File: src/rtl/shift_cmd_sequencer.sv
// Command FIFO + sequencer feeding an external 32-bit right shift/rotate unit.
// Optional issue counter output stat_issued when SHIFT_SEQ_STATS_EN is defined.
module shift_cmd_sequencer #(
    parameter int DEPTH     = 4,
    parameter int PTR_W     = 2,
    parameter int SHIFT_LAT = 1
) (
    input  logic        clk,
    input  logic        rst,
    input  logic        cmd_valid,
    output logic        cmd_ready,
    input  logic [31:0] cmd_data,
    input  logic [4:0]  cmd_amt,
    input  logic        cmd_rot,
    output logic [31:0] sh_in,
    output logic [4:0]  sh_select,
    output logic        sh_rotate,
    input  logic [31:0] sh_out,
    output logic        res_valid,
    input  logic        res_ready,
    output logic [31:0] res_data
`ifdef SHIFT_SEQ_STATS_EN
    ,
    output logic [15:0] stat_issued
`endif
);

    typedef struct packed {
        logic [31:0] data;
        logic [4:0]  amt;
        logic        rot;
    } cmd_t;

    typedef enum logic [1:0] {IDLE, ISSUE, WAIT, HOLD} state_t;

    localparam logic [PTR_W:0] FULL_CNT = (PTR_W+1)'(DEPTH);
    localparam logic [2:0]     LAT      = 3'(SHIFT_LAT);

    cmd_t             mem [DEPTH];
    logic [PTR_W-1:0] wr_ptr, rd_ptr;
    logic [PTR_W:0]   count;
    state_t           state_q, state_d;
    logic [2:0]       wait_cnt;
    logic             full, push, pop, capture, release_res;
    cmd_t             head;

    assign full      = (count == FULL_CNT);
    assign cmd_ready = !full;
    // Refusal depends on full alone, so a same-cycle pop never frees a slot early.
    assign push      = cmd_valid && !full;
    assign head      = mem[rd_ptr];

    always_ff @(posedge clk) begin
        if (push) mem[wr_ptr] <= '{cmd_data, cmd_amt, cmd_rot};
    end

    always_ff @(posedge clk or posedge rst) begin
        if (rst) begin
            wr_ptr <= '0;
            rd_ptr <= '0;
            count  <= '0;
        end else begin
            if (push) wr_ptr <= wr_ptr + PTR_W'(1);
            if (pop)  rd_ptr <= rd_ptr + PTR_W'(1);
            unique case ({push, pop})
                2'b10:   count <= count + 1'b1;
                2'b01:   count <= count - 1'b1;
                default: count <= count;
            endcase
        end
    end

    always_comb begin
        state_d     = state_q;
        pop         = 1'b0;
        capture     = 1'b0;
        release_res = 1'b0;
        unique case (state_q)
            IDLE:  if (count != '0) state_d = ISSUE;
            ISSUE: begin
                pop     = 1'b1;
                state_d = WAIT;
            end
            WAIT:  if (wait_cnt == '0) begin
                capture = 1'b1;
                state_d = HOLD;
            end
            HOLD:  if (res_ready) begin
                release_res = 1'b1;
                state_d     = IDLE;
            end
            default: state_d = IDLE;
        endcase
    end

    always_ff @(posedge clk or posedge rst) begin
        if (rst) begin
            state_q   <= IDLE;
            wait_cnt  <= '0;
            sh_in     <= '0;
            sh_select <= '0;
            sh_rotate <= 1'b0;
            res_valid <= 1'b0;
            res_data  <= '0;
        end else begin
            state_q <= state_d;
            if (pop) begin
                sh_in     <= head.data;
                sh_select <= head.amt;
                sh_rotate <= head.rot;
                wait_cnt  <= LAT;
            end else if (state_q == WAIT && wait_cnt != '0) begin
                wait_cnt <= wait_cnt - 1'b1;
            end
            if (capture) begin
                res_data  <= sh_out;
                res_valid <= 1'b1;
            end else if (release_res) begin
                res_valid <= 1'b0;
            end
        end
    end

`ifdef SHIFT_SEQ_STATS_EN
    always_ff @(posedge clk or posedge rst) begin
        if (rst)                               stat_issued <= '0;
        else if (pop && stat_issued != 16'hFFFF) stat_issued <= stat_issued + 16'd1;
    end
`endif

endmodule
File: config.mk
export PLATFORM = sky130hd
export DESIGN_NAME = shift_cmd_sequencer
export DESIGN_NICKNAME = d
export VERILOG_FILES = /design/src/rtl/shift_cmd_sequencer.sv
export SDC_FILE = /design/constraint.sdc
export NUM_CORES = 1
export LEC_CHECK = 0
export ABC_AREA = 1
export CAP_MARGIN = 20
export CELL_PAD_IN_SITES_DETAIL_PLACEMENT = 1
export CELL_PAD_IN_SITES_GLOBAL_PLACEMENT = 1
export CORE_ASPECT_RATIO = 0.75
export CORE_MARGIN = 5
export CORE_UTILIZATION = 45
export CTS_CLUSTER_DIAMETER = 30
export DETAILED_ROUTE_END_ITERATION = 8
export GPL_ROUTABILITY_DRIVEN = 0
export HOLD_SLACK_MARGIN = 0.03
export PLACE_DENSITY_LB_ADDON = 0.1
export SYNTH_ARGS = -nofsm -noshare
export SYNTH_HDL_FRONTEND = slang
export SYNTH_SLANG_ARGS = --single-unit
File: constraint.sdc
create_clock -name clk -period 4.4 [get_ports clk]
set_clock_uncertainty 0.05 [all_clocks]
set_input_delay 0.88 -clock clk [delete_from_list [all_inputs] [get_ports clk]]
set_output_delay 0.88 -clock clk [all_outputs]
set_load 0.05 [all_outputs]
### After elaboration in Yosys (flattened, before gate mapping)

Memories as Yosys holds them, arrays and structs flattened. A register that Yosys moved wholly into a read port is not among the register bits.
Cells that the tools add are included.

| storage, ports and cells | value |
|---|---|
| bits in registers | 45 |
| latch bits | 0 |
| memory bits (writable) | 152 |
| bits in read-only memories | 0 |
| bits of input ports | 74 |
| output and inout bits | 72 |
| memories | 1 |

Memories:

| memory | words | width | read ports | clocked after memory_dff | wr ports | RTL line | source |
|---|---|---|---|---|---|---|---|
| mem | 4 | 38 | 1 | 1 | 1 | 39 | `cmd_t mem [DEPTH];` |

| operators by class | value |
|---|---|
| add/sub/neg operators | 5 |
| $mul | 0 |
| divide/modulo/power cells | 0 |
| order comparisons | 0 |
| eq/ne operators | 9 |
| shift operators | 0 |
| multiplexer cells | 16 |
| bitwise gates (word level) | 0 |
| reduce and logical (&&, ||, !) cells | 11 |

Operators with widths:

| cell | number |
|---|---|
| $mux W1 | 9 |
| $pmux W2 S4 | 1 |
| $eq A2 B2 Y1 const B | 3 |
| $mux W2 | 3 |
| $mux W3 | 2 |
| $ne A2 B2 Y1 const B | 3 |
| $pmux W3 S2 | 1 |
| $reduce_bool A2 Y1 | 3 |
| $reduce_bool A3 Y1 | 2 |
| $sub A3 B1 Y3 const B | 2 |
| $add A2 B1 Y2 const B | 2 |
| $eq A2 B1 Y1 const B | 2 |
| $add A3 B1 Y3 const B | 1 |
| $eq A3 B3 Y1 const B | 1 |
| $logic_not A3 Y1 | 1 |
| $reduce_and A3 Y1 | 1 |
| $logic_and A1 B1 Y1 | 2 |
| $logic_not A2 Y1 | 1 |
| $logic_not A1 Y1 | 1 |

### Longest topological paths before layout

| depth | value |
|---|---|
| depth in word-level cells | 5 |
| mapped depth | 10 |

### Worst setup path before layout

OpenSTA, ideal clock, no wires.

| path | value |
|---|---|
| path kind | flip-flop to flip-flop |
| start | reg count[0] |
| end | mem mem[0][0] in the netlist's numbering, enable pin |
| library setup time | 0.433 ns |
| arrival time | 2.633 ns |
| path slack | 1.283 ns |
| cell stages (with the launch flop) | 5 |
| period minus slack after synthesis | 3.117 ns |
| cell sequence | dfrtp_1 > nor2_1 > nand2_1 > nand2_2 > nor2_1 |

| on the way | value |
|---|---|
| longest elaborated chain between the ends | 5 |

Ends and longest elaborated chain:

| element | RTL line | source |
|---|---|---|
| from (decl) | 41 | `logic [PTR_W:0] count;` |
| from (signal assigned) | 66 | `2'b10: count <= count + 1'b1;` |
| from (signal assigned) | 67 | `2'b01: count <= count - 1'b1;` |
| from (signal assigned) | 68 | `default: count <= count;` |
| $eq A3 B3 Y1 | 47 | `assign full = (count == FULL_CNT);` |
| $logic_not A1 Y1 | n/a |  |
| named net cmd_ready | 11 | `output logic cmd_ready,` |
| $logic_and A1 B1 Y1 | 50 | `assign push = cmd_valid && !full;` |
| $mux W1 | 54 | `if (push) mem[wr_ptr] <= '{cmd_data, cmd_amt, cmd_rot};` |
| $mux W1 (implied by the code) | 54 |  |
| to (decl) | 39 |  |

The timed path passes the listed nets, and every way through them passes these cells.

### Final worst setup path

| path | value |
|---|---|
| start | reg count[0] |
| end | out cmd_ready |

| on the way | value |
|---|---|
| longest elaborated chain between the ends | 2 |

Ends and longest elaborated chain:

| element | RTL line | source |
|---|---|---|
| $eq A3 B3 Y1 | 47 |  |
| $logic_not A1 Y1 | 48 | `assign cmd_ready = !full;` |
| to (decl) | 11 |  |

Every way passes these cells.

==> impl_results.md <==
- Min cycle time layout: between 2 and 3 ns
- PwrDens: between 800 and 900 mW/mm²
- DP Worst Slack: 1.38 ns
- YS warnings: 0
- Critical Path RT: between 3 and 4 ns
- Cells after Synth: roughly 1,000
- Avg WL per Cell: between 15 and 20 µm
- Syn Nets: roughly 1,100
- Period utilisation layout: 67.0%
- Total Routing Usage GR: about a fifth
- Max-cap viol count: 0
- Final #Nets: approximately 1,200
- Most frequent cells in the layout: nand2_1 (359), inv_1 (203), edfxtp_1 (152)
- Global-route wire length before repair: between 40,000 and 50,000 µm
- Deepest clock path buffer count: 3
- Cell taking the most area after synthesis: edfxtp_1
- Worst setup margin: approximately 1.5 ns
- Largest net degree at the start of global routing: a little under 80
- Crit path DAT: a little over 2 ns
- Top cell type's share of synthesized area: between 40% and 50%
- # rows: 46
- DR pass1 iterations: 5
- Max transition margin: approximately 37%
- DP Cell Count: approximately 1,400
- Setup CP Type: flip-flop to output pin
- Final wirelength: 26,400 µm
- HPWL after detailed placement: roughly 15,000 µm
- Initial antenna violation count: 0
- Hold path startpoint: sh_in[17]$_DFFE_PP0P_
- Distinct cells, synth: 20
- Worst-path maximum fanout: 3
- DRC: 0
- Area Growth Syn to Fin: 31.5%
- Max-slew violations: 0
- Non-Filler Instances: approximately 1,500
- Final hold viol count: 0
- Clock Latency Late Sink: slightly above 0.5 ns
- Num CTS Buffers: between 40 and 50
- Reg-to-reg critical path startpoint: count[0]$_DFFE_PP0P_
- Post-CTS resize count: 0
- Die height: ~140 µm
- WHS Endpoint: sh_in[17]$_DFFE_PP0P_
- Worst r2r dst: count[2]$_DFFE_PP0P_
- DIE WIDTH: approximately 180 µm
- Worst VDD drop: 0.000535 V
- Initial drt markers: about 330
- Peak Freq: approximately 340 MHz
- Outcome: completed
- Syn_area_per_cell: ~10 µm²
- Worst-path clk slew: about 0.05 ns
- Vias in the first global route: 7,914
- Num Clock Sinks: roughly 240
- Static leakage: 6.10 nW
- Area of the multi-input gates: about 0.0022 mm²
- TNS Setup: 0 ns
- CTS tree: yes
- Hold depth: 2
- Flop-to-flop setup slack: between 2 and 2.5 ns
- Ant diodes: 0
- Core footprint: 0.0214 mm²
- Post-Synthesis Cell Area: ~0.0098 mm²
- Post-synthesis sequential area ratio: 67.5%
- Largest cells by area after synthesis: edfxtp_1 (46%), dfrtp_1 (21%), nand2_1 (14%)
- Commonest non-fill, non-tap cell in the layout: nand2_1
- GRT overflow: 0
- Worst setup SP type: flip-flop
- Slew @ Worst Pin: around 0.94 ns
- Buffers on Ports: about 150
- H-tree levels: 2
- Vias per inst: between 4 and 5
- Setup bufs post-CTS: 0
- DR vias: about 7,100
- Final ANT Viol Nets: 0
- CTS Hold Bufs: 0
- Initial core utilization: 46.1%
- RSZ-0062 raised after global routing: false
- Final setup viols: 0
- Flip-flop and latch count after synthesis: 235
- Ratio of cells with drive above 1 in the final layout: ~7.5%
- Top Ports: around 150
- Die Area: roughly 0.025 mm²
- Class of the tightest hold or removal check: flip-flop to flip-flop
- R2R cell count: 10
- Clk root buf: clkbuf_16
- Crit path capture type: output pin
- Fillers: between 2,000 and 2,500
- Register Area: around 0.0066 mm²
-- Yosys cell counts --
cell type	number
nand2_2	1
nand2_1	359
or2_2	1
xor2_1	4
ha_1	11
fa_1	1
nand3_1	83
xnor2_1	2
edfxtp_1	152
nand4_1	2
inv_1	205
clkinv_1	1
buf_2	20
inv_2	1
buf_6	6
nor2_1	8
o21ai_0	33
dfrtp_1	83
clkbuf_1	13
buf_4	2
-- power by group --
| group | total, mW | leakage [nW] | internal (mW) | switching, mW |
|---|---|---|---|---|
| logic | 4.17 | 3.05 | 1.25 | 2.92 |
| clock network | 3.06 | 0.652 | 1.99 | 1.07 |
| registers | 3.43 | 2.41 | 3.06 | 0.362 |
| total | 10.7 | 6.10 | 6.30 | 4.36 |
-- how the worst max path moves through the flow --
stage                              start                   end  slack, ns  depth (start not counted)
floorplan           count[0]$_DFFE_PP0P_   mem[0][0]$_DFFE_PP_       1.28                          4
global placement               cmd_valid  mem[0][29]$_DFFE_PP_       1.40                          4
detailed placement             cmd_valid  mem[0][29]$_DFFE_PP_       1.38                          4
CTS                 count[0]$_DFFE_PP0P_             cmd_ready       1.42                          3
global route        count[0]$_DFFE_PP0P_             cmd_ready       1.38                          3
finish              count[0]$_DFFE_PP0P_             cmd_ready       1.45                          3
-- critical path, stage by stage, from the launching register on --
cell and delay [ns]:
dfrtp_1 0.41, nor2_1 0.22, nand2_1 0.15, clkdlybuf4s50_1 0.73
-- logic make-up after synthesis --
logic type               Yosys count  synth area share (%)
XOR/XNOR                           6                 0.534
AO/OA/AOI/OAI                     33                  1.68
buffers and inverters            248                  10.2
AND/OR/NAND/NOR                  454                  18.5
flip-flops                       235                  67.5
adder cells (fa/ha/maj)           12                  1.60
-- layer usage --
| metal | GRT usage [%] | share of wire (%) | wire length, µm |
|---|---|---|---|
| met1 | 26.7 | 43 | 11300 |
| met2 | 36.9 | 51 | 13400 |
| met3 | 4.04 | 4.7 | 1250 |
| met4 | 5.93 | 1.9 | 500 |
| met5 | 0 | 0 | 0 |
-- state kept, by name, summed over array words and instances (netlist names) --
signal / flops
state_q: 2
res_data: 32
sh_select: 5
res_valid: 1
mem: 152
wait_cnt: 3
sh_in: 32
wr_ptr: 2
rd_ptr: 2
count: 3
sh_rotate: 1
-- cell type report --
type | count | area share (%)
Sequential cell | 235 | 51.3
Clock buffer | 60 | 9.12
Multi-Input combinational cell | 505 | 17.2
Tap cell | 288 | 2.78
Timing Repair Buffer | 157 | 12.2
Clock inverter | 18 | 1.27
Inverter | 207 | 6.02
-- per-stage QoR --
stage	power (mW)	cell area [µm²]	hold WS [ns]	utilization, %
2_1_floorplan	6.18	9840	0.415	-
3_3_place_gp	7.41	11500	0.412	54.0
3_5_place_dp	7.56	11500	0.415	54.0
4_1_cts	10.8	12900	0.430	60.3
5_1_grt	11.2	12900	0.447	60.6
6_report	10.7	12900	0.422	60.6
No activity file was read; power rests on OpenSTA's default activity.
